<file path="config.mk">
export PLATFORM = sky130hd
export DESIGN_NAME = compute_unit_scheduler
export DESIGN_NICKNAME = d
export VERILOG_FILES = /design/src/rtl/compute_unit_scheduler.sv
export SDC_FILE = /design/constraint.sdc
export NUM_CORES = 1
export LEC_CHECK = 0
export ABC_AREA = 0
export CORE_ASPECT_RATIO = 0.8
export CORE_UTILIZATION = 46
export DETAILED_ROUTE_END_ITERATION = 16
export PLACE_DENSITY = 0.79
export SLEW_MARGIN = 20
export SYNTH_ARGS = -nofsm -noshare
export SYNTH_HDL_FRONTEND = slang
export SYNTH_SLANG_ARGS = --single-unit
</file>
<file path="constraint.sdc">
create_clock -name clk_i -period 3.5 [get_ports clk_i]
set_input_delay 0.525 -clock clk_i [delete_from_list [all_inputs] [get_ports clk_i]]
set_output_delay 0.525 -clock clk_i [all_outputs]
set_load 0.005 [all_outputs]
</file>
<file path="src/rtl/compute_unit_scheduler.sv">
// Sequences one job: per output buffer, K chunk loads (IFM + filter beats) into the
// compute unit, each followed by a compute phase, then streams the N buffer words out.
module compute_unit_scheduler #(
    parameter int unsigned MEM_SIZE        = 128,
    parameter int unsigned BUS_SIZE        = 8,
    parameter int unsigned OUTPUT_BUF_SIZE = 32,
    parameter int unsigned OUTPUT_BUF_NUM  = 32,
    parameter int unsigned CHUNK_CNT_W     = 8,
    localparam int unsigned SW             = $clog2(OUTPUT_BUF_NUM)
) (
    input  logic                       clk_i,
    input  logic                       rst_i,
    input  logic                       cmd_valid_i,
    output logic                       cmd_ready_o,
    input  logic [SW:0]                cmd_buf_num_i,
    input  logic [CHUNK_CNT_W-1:0]     cmd_chunk_num_i,
    input  logic                       src_ifm_valid_i,
    output logic                       src_ifm_ready_o,
    input  logic                       src_filter_valid_i,
    output logic                       src_filter_ready_o,
    output logic                       cu_ifm_wr_valid_o,
    input  logic                       cu_ifm_wr_ready_i,
    output logic                       cu_filter_wr_valid_o,
    input  logic                       cu_filter_wr_ready_i,
    input  logic                       cu_chunk_end_i,
    output logic [SW-1:0]              acc_buf_sel_o,
    output logic [SW-1:0]              out_buf_sel_o,
    input  logic [OUTPUT_BUF_SIZE-1:0] out_buf_dat_i,
    output logic                       res_valid_o,
    input  logic                       res_ready_i,
    output logic [OUTPUT_BUF_SIZE-1:0] res_dat_o,
    output logic                       res_last_o,
    output logic                       busy_o,
    output logic                       done_o
);

    localparam int unsigned BEATS = MEM_SIZE / BUS_SIZE;
    localparam int unsigned CNT_W = $clog2(BEATS + 1);

    typedef enum logic [2:0] {
        IDLE    = 3'd0,
        LOAD    = 3'd1,
        COMPUTE = 3'd2,
        DRAIN   = 3'd3,
        DONE    = 3'd4
    } state_t;

    state_t                 state;
    logic [SW:0]            n_q;
    logic [CHUNK_CNT_W-1:0] k_q;
    logic [SW-1:0]          buf_idx;
    logic [CHUNK_CNT_W-1:0] chunk_idx;
    logic [SW-1:0]          rd_idx;
    logic [CNT_W-1:0]       ifm_cnt;
    logic [CNT_W-1:0]       filter_cnt;

    logic        in_load;
    logic        in_drain;
    logic        ifm_open;
    logic        filter_open;
    logic        ifm_beat;
    logic        filter_beat;
    logic        chunk_more;
    logic        buf_more;
    logic [SW:0] n_clamped;

    // Chunk path gating: each path forwards until it has delivered its BEATS
    assign in_load     = (state == LOAD);
    assign in_drain    = (state == DRAIN);
    assign ifm_open    = in_load && (ifm_cnt != CNT_W'(BEATS));
    assign filter_open = in_load && (filter_cnt != CNT_W'(BEATS));

    assign cu_ifm_wr_valid_o    = ifm_open & src_ifm_valid_i;
    assign src_ifm_ready_o      = ifm_open & cu_ifm_wr_ready_i;
    assign cu_filter_wr_valid_o = filter_open & src_filter_valid_i;
    assign src_filter_ready_o   = filter_open & cu_filter_wr_ready_i;
    assign ifm_beat             = ifm_open & src_ifm_valid_i & cu_ifm_wr_ready_i;
    assign filter_beat          = filter_open & src_filter_valid_i & cu_filter_wr_ready_i;

    // Index comparisons widened by one bit so K-1 / N-1 never underflow
    assign chunk_more = ((CHUNK_CNT_W+1)'(chunk_idx) + (CHUNK_CNT_W+1)'(1)) < (CHUNK_CNT_W+1)'(k_q);
    assign buf_more   = ((SW+1)'(buf_idx) + (SW+1)'(1)) < n_q;
    assign n_clamped  = (cmd_buf_num_i > (SW+1)'(OUTPUT_BUF_NUM)) ? (SW+1)'(OUTPUT_BUF_NUM) : cmd_buf_num_i;

    assign cmd_ready_o   = (state == IDLE);
    assign busy_o        = (state != IDLE);
    assign done_o        = (state == DONE);
    assign acc_buf_sel_o = (in_load || state == COMPUTE) ? buf_idx : '0;

    // Readout: the buffer word is selected by the held rd_idx, so it stays stable under stall
    assign res_valid_o   = in_drain;
    assign out_buf_sel_o = in_drain ? rd_idx : '0;
    assign res_dat_o     = in_drain ? out_buf_dat_i : '0;
    assign res_last_o    = in_drain && (((SW+1)'(rd_idx) + (SW+1)'(1)) == n_q);

    always_ff @(posedge clk_i) begin
        if (rst_i) begin
            state      <= IDLE;
            n_q        <= '0;
            k_q        <= '0;
            buf_idx    <= '0;
            chunk_idx  <= '0;
            rd_idx     <= '0;
            ifm_cnt    <= '0;
            filter_cnt <= '0;
        end else begin
            case (state)
                IDLE: begin
                    if (cmd_valid_i) begin
                        n_q       <= n_clamped;
                        k_q       <= cmd_chunk_num_i;
                        buf_idx   <= '0;
                        chunk_idx <= '0;
                        if (n_clamped == '0 || cmd_chunk_num_i == '0) begin
                            state <= DONE;
                        end else begin
                            state <= LOAD;
                        end
                    end
                end
                LOAD: begin
                    if (ifm_cnt == CNT_W'(BEATS) && filter_cnt == CNT_W'(BEATS)) begin
                        ifm_cnt    <= '0;
                        filter_cnt <= '0;
                        state      <= COMPUTE;
                    end else begin
                        if (ifm_beat) begin
                            ifm_cnt <= ifm_cnt + CNT_W'(1);
                        end
                        if (filter_beat) begin
                            filter_cnt <= filter_cnt + CNT_W'(1);
                        end
                    end
                end
                COMPUTE: begin
                    if (cu_chunk_end_i) begin
                        if (chunk_more) begin
                            chunk_idx <= chunk_idx + CHUNK_CNT_W'(1);
                            state     <= LOAD;
                        end else if (buf_more) begin
                            chunk_idx <= '0;
                            buf_idx   <= buf_idx + SW'(1);
                            state     <= LOAD;
                        end else begin
                            rd_idx <= '0;
                            state  <= DRAIN;
                        end
                    end
                end
                DRAIN: begin
                    if (res_ready_i) begin
                        if (res_last_o) begin
                            state <= DONE;
                        end else begin
                            rd_idx <= rd_idx + SW'(1);
                        end
                    end
                end
                DONE: begin
                    state <= IDLE;
                end
                default: begin
                    state <= IDLE;
                end
            endcase
        end
    end

endmodule

</file>
# After elaboration in Yosys (flattened, before gate mapping)

Index checks and enable logic that the tools add are counted.

Bits in registers: 45
Input port bits: 55
Output and inout port bits: 51
Word-level logic and storage cells: 98

Add/subtract/negate cells: 8
Order comparisons: 3
Equality and inequality tests: 19
Muxes and demuxes: 33
Bitwise operators: 6
Reductions and logical operators: 21

Operator list:

| cell                                                                   | count |
|---|---|
| 5-bit 2-to-1 mux                                                       | 15 |
| 32-bit 2-to-1 mux                                                      | 1 |
| 8-bit 2-to-1 mux                                                       | 4 |
| 5-bit by 1-bit adder with 5-bit output (second input constant)         | 4 |
| 5-bit one-hot mux with 2 select lines                                  | 2 |
| 3-bit 2-to-1 mux                                                       | 6 |
| 2-bit inequality test (second input constant)                          | 8 |
| 8-bit one-hot mux with 2 select lines                                  | 1 |
| 5-bit by 1-bit adder with 6-bit output (second input constant)         | 2 |
| 3-bit one-hot mux with 4 select lines                                  | 1 |
| 5-bit equality test (second input constant)                            | 2 |
| 5-bit inequality test (second input constant)                          | 2 |
| 5-bit AND reduction                                                    | 2 |
| 8-bit by 1-bit adder with 9-bit output (second input constant)         | 1 |
| 9-bit by 8-bit < comparator with 1-bit output                          | 1 |
| 8-bit by 1-bit adder with 8-bit output (second input constant)         | 1 |
| 8-bit logical NOT                                                      | 1 |
| 2-bit nonzero test                                                     | 4 |
| 1-bit bitwise AND                                                      | 6 |
| 3-bit by 2-bit equality test with 1-bit output (second input constant) | 2 |
| 6-bit equality test                                                    | 1 |
| 6-bit greater-than comparator (second input constant)                  | 1 |
| 6-bit logical NOT                                                      | 1 |
| 6-bit < comparator                                                     | 1 |
| 13 further kinds                                                       | 20 |

# Longest topological paths before layout

Gate-level depths: netlist of the first run.

Depth in word-level cells: 7
Depth in mapped cells: 12

# Worst setup path after synthesis of the first run

Ideal clock, no wire load.

Kind: register -> register
Start: register chunk_idx[2]
End: register chunk_idx[0]
Library setup time: 121 ps
Data arrival time: 2553 ps
Path slack: 827 ps
Stages on the path, launching flop included: 12
Clock period less this slack: 2673 ps
Cell sequence: dfxtp_1 and3_1 nand3_1 nor2_1 xor2_1 ha_1 and3_1 a221oi_1 o211a_1 o31ai_1 and2b_1 mux2_2

Cells in the longest elaborated chain, start to end: 5
Elaborated cells on any way between the ends: 7

Ends and longest elaborated chain:

| element                                         | line | text |
|---|---|---|
| start: declaration                              | 52   | `logic [CHUNK_CNT_W-1:0] chunk_idx;` |
| start signal: assignment                        | 138  | `chunk_idx <= chunk_idx + CHUNK_CNT_W'(1);` |
| 8-bit by 1-bit adder with 9-bit output *        | 81   | `assign chunk_more = ((CHUNK_CNT_W+1)'(chunk_idx) + (CHUNK_CNT_W+1)'(1)) < (CHUNK_CNT_W+1)'(k_q);` |
| 9-bit by 8-bit < comparator with 1-bit output * | 81   |  |
| 8-bit 2-to-1 mux                                | 137  | `if (chunk_more) begin` |
| 8-bit 2-to-1 mux                                | 136  | `if (cu_chunk_end_i) begin` |
| 8-bit one-hot mux with 2 select lines           | 107  | `case (state)` |

Every way passes the cells marked *; elsewhere a longest branch is shown, timed or not. The select of a mux whose other input is x is not followed.
A chain may end at the register's enable or synchronous reset.

# Final worst setup path of the first run

Start: register state[0]
End: output port res_dat_o[6]

Cells in the longest elaborated chain, start to end: 2

Ends and longest elaborated chain:

| element                                        | line | text |
|---|---|---|
| start: declaration                             | 48   | `state_t state;` |
| start signal: assignment                       | 98   | `state <= IDLE;` |
| start signal: assignment                       | 115  | `state <= DONE;` |
| start signal: assignment                       | 117  | `state <= LOAD;` |
| 3-bit by 2-bit equality test with 1-bit output | 69   | `assign in_drain = (state == DRAIN);` |
| 32-bit 2-to-1 mux                              | 93   | `assign res_dat_o = in_drain ? out_buf_dat_i : '0;` |
| end: declaration                               | 31   | `output logic [OUTPUT_BUF_SIZE-1:0] res_dat_o,` |

Every way passes these cells.

==> results by group, run 1 <==
Outcome
  – Outcome: complete, no violations

CTS
  – CTS Buf Count: 5
  – Clk root buf: clkbuf_8
  – Post-CTS sizing: 0
  – Hold Buf Count CTS: 0
  – Clock transition at path regs: 0.09 ns
  – Post-CTS setup buffers: 0
  – CTS max path bufs: 2
  – H-tree levels: 2
  – Clk_lat worst skew: 0.30 ns
  – CTS Sinks: 45
  – CTS tree: done

Finish
  – Share of cells above drive strength 1: 0.04782
  – Final #Nets: 554
  – ANT cells: 0
  – Area delta synth->final: 39.37%
  – Register area: 900.9 um2
  – Post-Layout Cell Count: 565
  – Fillers: 554
  – Multi-input combinational cell area: 1991 um2

Hold path
  – Hold Startpoint: k_q[7]$_SDFFE_PP0P_
  – Hold Path Depth: 2
  – Hold Crit Class: reg -> reg
  – Hold endpoint: k_q[7]$_SDFFE_PP0P_

Synthesis
  – Main combinational cell family by area after synthesis: simple AND/OR/NAND/NOR gates
  – Post-synth EDFFs: 0
  – Area of the mapped netlist: 3038 um2
  – Sequential area share after synthesis: 0.2965
  – Post-Synth Simple-Gate Area: 0.3414
  – Ys async rst share: 0
  – Post-synthesis sequential element count: 45
  – Cell count after synthesis: 381
  – Avg Cell Area, Syn: 7.974 um2
  – Mux contribution to synthesized area: 0.01400
  – Synth Area in Compound Gates: 0.1668
  – Synth top area share: 0.2965
  – Syn Nets: 455
  – Synth Area in Adders: 0.07825
  – Count of cell types in the netlist: 58
  – Synth warnings: 0
  – XOR/XNOR Fraction of Synth Area: 0.05478
  – Top post-synthesis cells by area: dfxtp_1 30%, and2_1 8.2%, ha_1 7.8%, nor2_1 4.4%, nand2_1 4.1%
  – Dominant cell type by area after synthesis: dfxtp_1
  – Top FF cell, synth: dfxtp_1

Worst setup path
  – Worst setup path class: reg -> out
  – Critical path endpoint category: output port
  – Arr. time, crit path: 2.66 ns
  – CP Max Fanout: 37
  – R2R depth: 11
  – CP required: 2.97 ns
  – R2r startpoint: chunk_idx[2]$_SDFFE_PP0P_
  – Startpoint types: flop
  – RR Endpoint: chunk_idx[0]$_SDFFE_PP0P_
  – R2R Setup Slk: 0.47 ns

STA
  – Setup-failing EPs final: 0
  – Slew @ Worst Pin: 0.7005 ns
  – Slew Limit Headroom: 0.5325
  – Post-route minimum period: 3.184 ns
  – Pins Over Slew Limit: 0
  – Final Cycle Share: 0.9097
  – Final setup TNS: 0 ns
  – RSZ-0062 raised after global routing: no
  – Max Clk Rate: 314.1 MHz
  – Setup ws final: 0.3160 ns
  – Final Hold Fails: 0
  – Clock Skew: 0.005699 ns

Power
  – VDD IR max: 0.0002436 V
  – P per Cell Area: 253.6 nW/um2
  – Combinational power share: 0.172
  – Psw: 0.2872 mW
  – Seq pwr share: 0.498
  – Leak Pwr: 1.638 nW
  – Sw frac: 0.2675
  – Clk network pwr share: 0.330
  – Int Pwr: 0.7867 mW

Detailed routing
  – Vias per cell: 5.294
  – Detail Route Antenna Nets: 0
  – Avg WL per Cell: 13.57 um
  – Via count: 2991
  – Number of DRC markers in iteration 0: 184
  – DRT Pass-1 Iters: 4
  – DRC viols: 0
  – Final wirelength: 7666 um

Place
  – Placed Cells: 557
  – Detail Placement HPWL: 5977 um
  – Port bufs: 105
  – RePlAce Congestion: 0.8728
  – Post-Place Worst Slack: 0.5310 ns

GRT
  – Gr usage total: 0.2232
  – Initial antenna violation count: 0
  – Global routing usage on met3: 0.05253
  – Global-route wire length before repair: 12360 um
  – Gr busiest metal: met2
  – GRT Residual Overflow: 0
  – M2 GR Usage: 0.3930
  – Vias in the first global route: 2641
  – Met1 track demand over resource: 0.2859
  – Largest net degree at the start of global routing: 38

Die
  – Row count: 26
  – Die Width: 92.86 um
  – Core area: 6376 um2
  – Die height: 74.69 um
  – Initial core utilization: 0.4765
  – Boundary Pins: 106
  – Die ar.: 6935 um2

Flow run
  – Max cap viols: 0
## cells in the final DEF, fill, tap and decap left out, types with 3 or more instances in the layout
| master | synthesis | routed |
|---|---|---|
| xnor2_1 | 10 | 10 |
| and3_1 | 9 | 9 |
| clkdlybuf4s50_1 | 0 | 105 |
| nor2_1 | 36 | 36 |
| xor2_1 | 9 | 9 |
| and2_1 | 40 | 40 |
| o211ai_1 | 3 | 3 |
| o21ai_0 | 5 | 5 |
| or3_1 | 3 | 3 |
| a21oi_1 | 23 | 23 |
| nor3b_1 | 6 | 6 |
| clkbuf_8 | 0 | 6 |
| a32o_1 | 3 | 3 |
| nand3_1 | 11 | 11 |
| nor2b_1 | 9 | 9 |
| ha_1 | 19 | 19 |
| nand4_1 | 9 | 9 |
| dfxtp_1 | 45 | 45 |
| a211o_1 | 3 | 3 |
| nor3_1 | 4 | 4 |
| a22o_1 | 6 | 6 |
| nand2b_1 | 12 | 12 |
| nand2_1 | 33 | 33 |
| a31oi_1 | 5 | 5 |
| a21o_1 | 7 | 7 |
| nor4_1 | 3 | 3 |
| inv_1 | 20 | 20 |
## final cells by class
cell class              count  share of cell area
repair buffers            106              0.2500
inverters                  21             0.01862
multi-input cells         301              0.4702
clock inverters             2            0.004137
well taps                  84             0.02482
clock buffers               6             0.01950
flip-flops and latches     45              0.2128
## per-layer routing
metal  wire [um]  up-vias
li1            -     1527
met1        3564     1353
met2        3456      107
met3         604        4
met4          41        0
met5           0        -
## worst max-delay path, cell delays in order (launching register included)
cell and delay [ns]:
dfxtp_1 0.64, nand2_1 0.09, or2_2 0.34, inv_1 0.53, and2_1 0.22, clkdlybuf4s50_1 0.52
## registers in the layout, summed over array words and instances (netlist names)
signal      flops
chunk_idx       8
k_q             8
ifm_cnt         5
buf_idx         5
rd_idx          5
n_q             6
filter_cnt      5
state           3
## cells in the mapped netlist, drive strengths merged, types with 3 or more instances
master   n
nor2b    9
xor2     9
nor2    37
dfxtp   45
ha      19
o211ai   3
xnor2   10
a211o    3
a31oi    5
or3      3
a21o     7
nand2   33
nand2b  12
nor3b    7
nor3     5
nand4    9
clkbuf  10
and3    10
a21oi   23
nand3   11
o21ai    6
inv     21
a22o     6
and2    40
a32o     3
nor4     4
buf      4
## worst max-delay path by stage
| stage | cells past startpoint | from | to |
|---|---|---|---|
| 2_1_floorplan | 11 | chunk_idx[2]$_SDFFE_PP0P_ | chunk_idx[0]$_SDFFE_PP0P_ |
| 4_1_cts | 5 | state[0]$_SDFFE_PP0P_ | res_dat_o[6] |
| 5_1_grt | 5 | state[0]$_SDFFE_PP0P_ | res_dat_o[7] |
| 6_report | 5 | state[0]$_SDFFE_PP0P_ | res_dat_o[6] |
| 3_5_place_dp | 11 | chunk_idx[2]$_SDFFE_PP0P_ | chunk_idx[0]$_SDFFE_PP0P_ |
| 3_3_place_gp | 11 | chunk_idx[2]$_SDFFE_PP0P_ | chunk_idx[0]$_SDFFE_PP0P_ |
## through the flow
step / instance area [um2] / hold slack (ns) / power [mW] / utilization
after floorplan: 3038 / 0.4363 / 0.6312 / -
after global placement: 4134 / 0.4441 / 0.7255 / 0.6484
after detailed placement: 4134 / 0.4484 / 0.7296 / 0.6484
after CTS: 4234 / 0.4619 / 1.079 / 0.6641
after global routing: 4234 / 0.4770 / 1.123 / 0.6641
final: 4234 / 0.4580 / 1.074 / 0.6641
## logic make-up (layout without fill, tap and decap cells)
kind of cell             after synthesis  count (layout)
AND/OR/NAND/NOR                      188             188
AO/OA/AOI/OAI                         71              71
flip-flops                            45              45
buffers and inverters                 35             135
adder cells (fa/ha/maj)               19              19
XOR/XNOR                              19              19
multiplexers                           4               4
## power by group through the flow
stage               clock [mW]  combinational (mW)  sequential [mW]
floorplan                    0              0.0897            0.541
global placement             0               0.179            0.547
detailed placement           0               0.183            0.547
CTS                      0.360               0.184            0.535
global route             0.382               0.203            0.537
finish                   0.354               0.184            0.535
Power figures use the tool's default switching activity.
==> inputs of run 2 (changes only) <==
--- a/config.mk
+++ b/config.mk
@@ -7,9 +7,10 @@
 export LEC_CHECK = 0
 export ABC_AREA = 0
 export CORE_ASPECT_RATIO = 0.8
-export CORE_UTILIZATION = 46
+export CORE_UTILIZATION = 47
+export CTS_BUF_LIST = sky130_fd_sc_hd__clkbuf_8
 export DETAILED_ROUTE_END_ITERATION = 16
-export PLACE_DENSITY = 0.79
+export PLACE_DENSITY = 0.81
 export SLEW_MARGIN = 20
 export SYNTH_ARGS = -nofsm -noshare
 export SYNTH_HDL_FRONTEND = slang
==> run 2 against run 1 <==
Flip-flop and latch count stayed put. Global-route usage is 1.5 points higher. Worst setup slack worse by 0.016 ns. Core utilization is 3.5 points higher. First-iteration DRC count is 11% higher. Clock power is 12% higher. Total power is 3.7% higher. Die area is 2.1% lower. Wire length is 4.6% higher. Non-clock buffer count stayed put. Combinational power hardly changed. Sequential share of layout area hardly changed. Critical path type unchanged.
==> results by group, run 2 (synthesized netlist as in run 1, its figures left out) <==
CTS
  – CTS tree: done
  – Clk_lat worst skew: 0.30 ns
  – Hold Buf Count CTS: 0
  – CTS max path bufs: 2
  – CTS Sinks: 45
  – Clk root buf: clkbuf_8
  – CTS Buf Count: 5
  – Clock transition at path regs: 0.09 ns
  – Post-CTS sizing: 0
  – Post-CTS setup buffers: 0
  – H-tree levels: 2

Place
  – Dpl cell area: 4130 um2
  – RePlAce Congestion: 0.8717
  – Port bufs: 105
  – Detail Placement HPWL: 6378 um

Hold path
  – Hold Crit Class: reg -> reg
  – Hold Path Depth: 2

STA
  – Pins Over Slew Limit: 0
  – Slew Limit Headroom: 0.5412
  – Final Cycle Share: 0.9143
  – Slew @ Worst Pin: 0.6875 ns
  – Max Clk Rate: 312.5 MHz
  – Setup-failing EPs final: 0
  – Final setup TNS: 0 ns
  – Post-route minimum period: 3.200 ns
  – Final Hold Fails: 0
  – RSZ-0062 raised after global routing: no
  – Clock Skew: 0.004181 ns

Worst setup path
  – CP required: 2.97 ns
  – R2R depth: 11
  – Crit path depth: 5
  – Slowest cell on crit path: dfxtp_1
  – Crit-path cells: nand2_1, or2_2, inv_1, and2_1, clkdlybuf4s50_1
  – Cell family with most CP delay: buffers and inverters
  – Worst setup path class: reg -> out
  – Startpoint types: flop
  – Arr. time, crit path: 2.68 ns
  – CP Max Fanout: 37
  – WP buf/inv: 2
  – Critical path endpoint category: output port
  – Crit path largest cell delay: 0.65 ns

Die
  – Boundary Pins: 106
  – Core area: 6068 um2
  – Die ar.: 6791 um2
  – Row count: 25
  – Die height: 73.91 um
  – Initial core utilization: 0.5006
  – Die Width: 91.89 um

Outcome
  – Outcome: complete, no violations

Flow run
  – Max cap viols: 0

Finish
  – Finished Cell Area: 4242 um2
  – Top Registers: chunk_idx (8), k_q (8), n_q (6)
  – Most common cell after layout, fill and taps aside: clkdlybuf4s50_1
  – Final #Nets: 554
  – ANT cells: 0
  – Most frequent cells in the layout: 105 x clkdlybuf4s50_1, 45 x dfxtp_1, 40 x and2_1, 36 x nor2_1, 33 x nand2_1
  – Share of cells above drive strength 1: 0.04574
  – Area delta synth->final: 39.62%

Detailed routing
  – Number of DRC markers in iteration 0: 204
  – Avg WL per Cell: 14.27 um
  – Detail Route Antenna Nets: 0
  – Vias per cell: 5.416
  – DRC viols: 0
  – Via count: 3044
  – Final wirelength: 8017 um
  – DRT Pass-1 Iters: 4

GRT
  – Initial antenna violation count: 0
  – Gr usage total: 0.2384
  – Vias in the first global route: 2663
  – Global-route wire length before repair: 12850 um
  – Largest net degree at the start of global routing: 38
  – GRT Residual Overflow: 0

Power
  – P per Cell Area: 262.6 nW/um2
  – Leak Pwr: 1.645 nW
  – VDD IR max: 0.0002439 V
[run 2: changes by cell type in the layout (fill, tap and decap cells not counted)]
cell / change
inv_1: +1
bufinv_16: +1
clkbuf_8: -1
inv_6: -1
[run 2: final cells by class]
cell class	instances	area, um2
timing repair buffer	106	1059
clock inverter	3	42.54
tap	81	101.3
clock buffer	5	68.82
multi-input combinational	301	1991
inverter	21	78.83
sequential	45	900.9
fill	523	1827
[run 2: path summary, 6_finish.rpt]
check | startpoint | endpoint | slack, ns
worst max register to register | chunk_idx[2]$_SDFFE_PP0P_ | chunk_idx[0]$_SDFFE_PP0P_ | 0.40
worst min-delay path | k_q[3]$_SDFFE_PP0P_ | k_q[3]$_SDFFE_PP0P_ | 0.46
worst min register to register | k_q[3]$_SDFFE_PP0P_ | k_q[3]$_SDFFE_PP0P_ | 0.46
worst max-delay path | state[0]$_SDFFE_PP0P_ | res_dat_o[6] | 0.30
[run 2: worst reg2reg max path: stages (launching register included)]
cell and delay, ns:
dfxtp_1 0.41, and3_1 0.22, nand3_1 0.17, nor2_1 0.19
xor2_1 0.25, ha_1 0.29, and3_1 0.20, a221oi_1 0.27
o211a_1 0.31, o31ai_1 0.14, and2b_1 0.27, mux2_2 0.28
[run 2: where the power goes]
part | total [mW] | internal [mW] | leakage, nW | switching, mW
clock network | 0.395 | 0.212 | 0.0595 | 0.183
registers | 0.535 | 0.523 | 0.365 | 0.0125
logic | 0.184 | 0.0997 | 1.22 | 0.0840
[run 2: metrics by stage]
step	hold slack (ns)	setup slack [ns]	power (mW)	cells	utilization
detailed placement	0.4475	0.4834	0.7295	554	0.6806
floorplan	0.4363	0.8266	0.6312	381	-
CTS	0.4602	0.2665	1.122	562	0.6990
finish	0.4590	0.2999	1.114	562	0.6990
global route	0.4844	0.03735	1.159	562	0.6990
global placement	0.4446	0.5959	0.7255	554	0.6806
[run 2: routing by layer]
metal  global-route usage  routed length, um  up-vias
li1                     -                  -     1522
met1               0.3003               3505     1399
met2               0.4104               3755      110
met3              0.05383                639       13
met4              0.07639                118        0
met5                    0                  0        -
